### src/rtl/jk_pkg.sv
// Shared types and the JK excitation function for jk_excite_driver.
// Build option JK_TOGGLE_EN selects toggle-form excitation (J=K=1 for changing bits).
package jk_pkg;

   typedef enum logic [1:0] {
      IDLE  = 2'd0,
      DRIVE = 2'd1,
      CHECK = 2'd2
   } state_e;

   localparam int ERR_CNT_W = 8;

   // Returns {j,k} that moves a JK flip-flop from q to t on its next clock.
   function automatic logic [1:0] jk_excite(input logic q, input logic t);
      logic [1:0] jk;
`ifdef JK_TOGGLE_EN
      jk = {q ^ t, q ^ t};
`else
      jk = {~q & t, q & ~t};
`endif
      return jk;
   endfunction

endpackage

### src/rtl/jk_excite_bit.sv
// Per-bit JK excitation: current Q and target T to J/K drive (combinational).
// Form follows the JK_TOGGLE_EN build option through jk_pkg::jk_excite.
module jk_excite_bit
   import jk_pkg::*;
(
   input  logic q_i,
   input  logic t_i,
   output logic j_o,
   output logic k_o
);

   assign {j_o, k_o} = jk_excite(q_i, t_i);

endmodule

### src/rtl/jk_excite_driver.sv
// Drives a JK flip-flop bank to a target word, verifies Q read-back and retries on mismatch.
// Build option JK_TOGGLE_EN selects toggle-form J/K drive; default is set/reset form.
module jk_excite_driver
   import jk_pkg::*;
#(
   parameter int WIDTH     = 4,
   parameter int MAX_RETRY = 2
) (
   input  logic                 clk_i,
   input  logic                 rst_i,
   input  logic [WIDTH-1:0]     tgt_i,
   input  logic                 tgt_valid_i,
   output logic                 tgt_ready_o,
   output logic [WIDTH-1:0]     j_o,
   output logic [WIDTH-1:0]     k_o,
   input  logic [WIDTH-1:0]     q_in_i,
   output logic                 done_o,
   output logic                 fail_o,
   output logic                 err_o,
   output logic [ERR_CNT_W-1:0] err_cnt_o
);

   state_e                 state_q, state_d;
   logic [WIDTH-1:0]       tgt_q, tgt_d;
   logic [2:0]             retry_q, retry_d;
   logic [WIDTH-1:0]       j_q, j_d;
   logic [WIDTH-1:0]       k_q, k_d;
   logic                   ready_q, ready_d;
   logic                   done_q, done_d;
   logic                   fail_q, fail_d;
   logic                   err_q, err_d;
   logic [ERR_CNT_W-1:0]   err_cnt_q, err_cnt_d;

   logic [WIDTH-1:0]       tgt_sel_s;
   logic [WIDTH-1:0]       exc_j_s;
   logic [WIDTH-1:0]       exc_k_s;

   // In IDLE the word being accepted is not latched yet, so excite from the live input.
   always_comb begin
      if (state_q == IDLE) begin
         tgt_sel_s = tgt_i;
      end else begin
         tgt_sel_s = tgt_q;
      end
   end

   for (genvar b = 0; b < WIDTH; b++) begin : g_bit
      jk_excite_bit u_bit (
         .q_i (q_in_i[b]),
         .t_i (tgt_sel_s[b]),
         .j_o (exc_j_s[b]),
         .k_o (exc_k_s[b])
      );
   end

   // Next-state and next-output logic; J/K default to hold (0) outside the launch cycle.
   always_comb begin
      state_d   = state_q;
      tgt_d     = tgt_q;
      retry_d   = retry_q;
      j_d       = '0;
      k_d       = '0;
      done_d    = 1'b0;
      fail_d    = 1'b0;
      err_d     = err_q;
      err_cnt_d = err_cnt_q;
      case (state_q)
         IDLE: begin
            if (tgt_valid_i && ready_q) begin
               tgt_d   = tgt_i;
               retry_d = 3'd0;
               j_d     = exc_j_s;
               k_d     = exc_k_s;
               state_d = DRIVE;
            end else begin
               state_d = IDLE;
            end
         end
         DRIVE: begin
            state_d = CHECK;
         end
         CHECK: begin
            if (q_in_i == tgt_q) begin
               done_d  = 1'b1;
               state_d = IDLE;
            end else if (retry_q < 3'(MAX_RETRY)) begin
               retry_d = retry_q + 3'd1;
               j_d     = exc_j_s;
               k_d     = exc_k_s;
               state_d = DRIVE;
            end else begin
               done_d  = 1'b1;
               fail_d  = 1'b1;
               err_d   = 1'b1;
               state_d = IDLE;
               if (err_cnt_q != {ERR_CNT_W{1'b1}}) begin
                  err_cnt_d = err_cnt_q + ERR_CNT_W'(1);
               end else begin
                  err_cnt_d = err_cnt_q;
               end
            end
         end
         default: begin
            state_d = IDLE;
         end
      endcase
      ready_d = (state_d == IDLE);
   end

   // State and registered outputs; reset abandons any transfer without a DONE.
   always_ff @(posedge clk_i or posedge rst_i) begin
      if (rst_i) begin
         state_q   <= IDLE;
         tgt_q     <= '0;
         retry_q   <= 3'd0;
         j_q       <= '0;
         k_q       <= '0;
         ready_q   <= 1'b1;
         done_q    <= 1'b0;
         fail_q    <= 1'b0;
         err_q     <= 1'b0;
         err_cnt_q <= '0;
      end else begin
         state_q   <= state_d;
         tgt_q     <= tgt_d;
         retry_q   <= retry_d;
         j_q       <= j_d;
         k_q       <= k_d;
         ready_q   <= ready_d;
         done_q    <= done_d;
         fail_q    <= fail_d;
         err_q     <= err_d;
         err_cnt_q <= err_cnt_d;
      end
   end

   assign tgt_ready_o = ready_q;
   assign j_o         = j_q;
   assign k_o         = k_q;
   assign done_o      = done_q;
   assign fail_o      = fail_q;
   assign err_o       = err_q;
   assign err_cnt_o   = err_cnt_q;

endmodule

### config.mk
export PLATFORM = sky130hd
export DESIGN_NAME = jk_excite_driver
export DESIGN_NICKNAME = d
export VERILOG_FILES = /design/src/rtl/jk_pkg.sv /design/src/rtl/jk_excite_bit.sv /design/src/rtl/jk_excite_driver.sv
export SDC_FILE = /design/constraint.sdc
export NUM_CORES = 1
export LEC_CHECK = 0
export ABC_AREA = 1
export CAP_MARGIN = 20
export CORE_UTILIZATION = 35
export CTS_CLUSTER_SIZE = 10
export DETAILED_ROUTE_END_ITERATION = 10
export PLACE_DENSITY = 0.63
export SYNTH_ARGS = -nofsm -noshare
export SYNTH_HDL_FRONTEND = slang
export SYNTH_HIERARCHICAL = 1
export SYNTH_SLANG_ARGS = --single-unit
### constraint.sdc
create_clock -name clk_i -period 1.87 [get_ports clk_i]
set_clock_uncertainty 0.15 [all_clocks]
set_input_delay 0.374 -clock clk_i [delete_from_list [all_inputs] [get_ports clk_i]]
set_output_delay 0.374 -clock clk_i [all_outputs]
set_load 0.05 [all_outputs]
==> flow_summary.ini <==
[floorplan]
die_x_um = 66.2
rows = 22
io_pins = 31
initial_core_util = 0.379
core_area_um2 = 3800
dieArea_um2 = 4380
die_h_um = 66.2

[synth]
synth_edf_count = 0
async_flop_share = 1.00
synthMostInstantiatedCell = nand2_1
ys_ff_latch = 29
synth.area.top_cells = dfrtp_1 (49%), nand2_1 (11%), inv_1 (7.6%), nor2_1 (5.5%), a21boi_0 (4.2%)
yosysWarnings = 6
synth_commonest_cells = nand2_1 (42), inv_1 (29), dfrtp_1 (28)
seq_area_frac_synth = 0.504
yosys.area.top_type_share = 0.486
syn_avg_cell_area_um2 = 8.19
synth_area_um2 = 1440
synth.distinct_cells = 23
synth_ff_type = dfrtp_1
yosys.area.top_type = dfrtp_1
synthesis.instances = 176
syn-num-nets = 189

[clock_tree]
postCtsSetupBuffers = 0
cts_sinks = 29
cts_hold_buf = 0
root_buffer = clkbuf_8
clk_latency_ps = 280
post_cts_resized = 0
cts.clk_slew.worst_paths_ps = 60
cts_buffer_depth = 2
cts_tree = done
cts_buffers = 5
h-tree-depth = 2

[power]
total_power_mw = 2.90
pwr-share-clk = 0.266
p_int_mw = 1.76
vdd_drop_max_mv = 0.813
switchingPower_mw = 1.14
cellPowerDensity_nw_per_um2 = 1480
p_comb_frac = 0.421
leakage_nw = 1.04
power_frac_seq = 0.313
switching_share = 0.393

[setup_path]
cp_slowest_cell = clkdlybuf4s50_1
timing.rr.start = err_cnt_o[1]
r2r_slack_ps = 250
path_class = in2reg
required_ps = 1930
slowest_delay_ps = 520
worstPathMaxFanout = 14
cp_cell_sequence = clkdlybuf4s50_1 -> inv_1 -> nand2_1 -> nand2_1 -> nor2_1 -> nand2_1 -> nand3_2 -> nand2_1 -> o21ai_2
startpoint = q_in_i[1]
cp.arrival_ps = 1750
worstSetupEndpointType = flop
cp-start-kind = input port
crit_top_cell = nand2_1

[detailed_routing]
antenna_left = 0
routedWlPerCell_um = 9.81
num_vias = 1160
drt_iter0_drc = 41
wl_um = 2640
via_per_inst = 4.31
first_pass_iters = 4
drc_errors = 0

[place]
placed_cell_area_um2 = 1830
portBuffers = 30
place.gp.congestion = 0.736
dpl.hpwl_um = 1950

[layout]
multi_input_area_um2 = 577
layout.nets = 233
final_cell_area_um2 = 1960
areaGrowthSynthToFinish_pct = 36.3
nFillCells = 364
final_util = 0.517
drive_above_1_share = 0.213
num_antenna_cells = 0
seqCellArea_um2 = 727

[sta]
max_freq_mhz = 590
rsz0062_at_grt = no
worst_pin_slew_ps = 366
hold_violations = 0
setup_viol = 0
finalCriticalPeriod_ps = 1690
slew_viol_final = 0
period_share = 0.906
maxSlewHeadroom = 0.756
finalSetupTns_ps = 0
whs_ps = 308

[global_route]
grt_pass1_vias = 1040
grt_max_degree = 30
antenna_found_initial = 0
track_usage = 0.141
grt_pass1_wl_um = 4420
grt-ovfl-total = 0

[hold_path]
hold_path_class = in2async

[flow_run]
maxCapViolCount = 0

[run_status]
status = finished clean
## routing by layer
metal  global-route usage  vias to the layer above  share of wire
met4               0.0878                        0          0.024
met5                    0                        -              0
met2                0.209                       24           0.45
met1                0.174                      495           0.47
li1                     -                      633              -
met3               0.0466                        8          0.049
## cell type report
type,count,share of cell area
clock buffers,5,0.0350
clock inverters,3,0.0331
inverters,29,0.0554
multi-input cells,114,0.294
flip-flops and latches,29,0.370
well taps,48,0.0306
repair buffers,41,0.182
## cells in the final DEF (no fill, tap or decap)
master           instances
nand4_1                  5
a21boi_0                 8
xor2_1                   2
nand3_1                  8
buf_4                   29
a21oi_1                  5
clkbuf_8                 5
clkdlybuf4s50_1         10
nor2_2                   3
ha_1                     2
clkinv_2                 1
nand3_2                  1
nor2_1                  21
inv_1                   29
or2_1                    1
o21ai_0                  4
xnor2_1                  4
buf_12                   2
bufinv_16                2
nand3b_1                 1
o21ai_2                  2
dfrtp_1                 28
nand2_2                  1
o21ai_1                  4
nand2_1                 42
dfstp_2                  1
## power groups by stage
stage	logic (mW)	registers, mW	clock network (mW)
after floorplan	0.523	1.24	0
after global placement	1.23	0.924	0
after detailed placement	1.23	0.924	0
after CTS	1.23	0.914	0.793
after global routing	1.36	0.932	0.818
final	1.22	0.909	0.772
## through the flow
step	worst slack, ps	cells
after CTS	171	269
after global placement	-115	261
after floorplan	0.555	176
after global routing	22.0	269
final	176	269
after detailed placement	-126	261
## worst paths after layout
path,depth (start not counted),endpoint
worst max-delay path,9,err_cnt_o[2]
worst min register to register,1,err_o
worst max register to register,7,err_cnt_o[2]
max in group asynchronous,3,tgt_ready_o
min in group clk_i,1,err_o
worst min-delay path,3,err_cnt_o[2]
## state kept, by name, summed over array words and instances, names as in the netlist, 2 cells and up
register / flops
j_o: 4
state_q: 2
k_o: 4
err_cnt_o: 8
tgt_q: 4
retry_q: 3
## critical path: cells and delay by family
kind,cells,cell delay [ps]
buf+inv,2,570
compound gates,1,60
simple gates,6,750
## cells by family (layout without fill, tap and decap cells)
logic type	after synthesis	count (layout)	synth area share
simple gates	83	83	0.247
fa+ha+maj	2	2	0.0174
flops	29	29	0.504
xor+xnor	6	6	0.0365
buf+inv	33	78	0.0955
compound gates	23	23	0.0990
No activity file was read; power rests on OpenSTA's default activity.
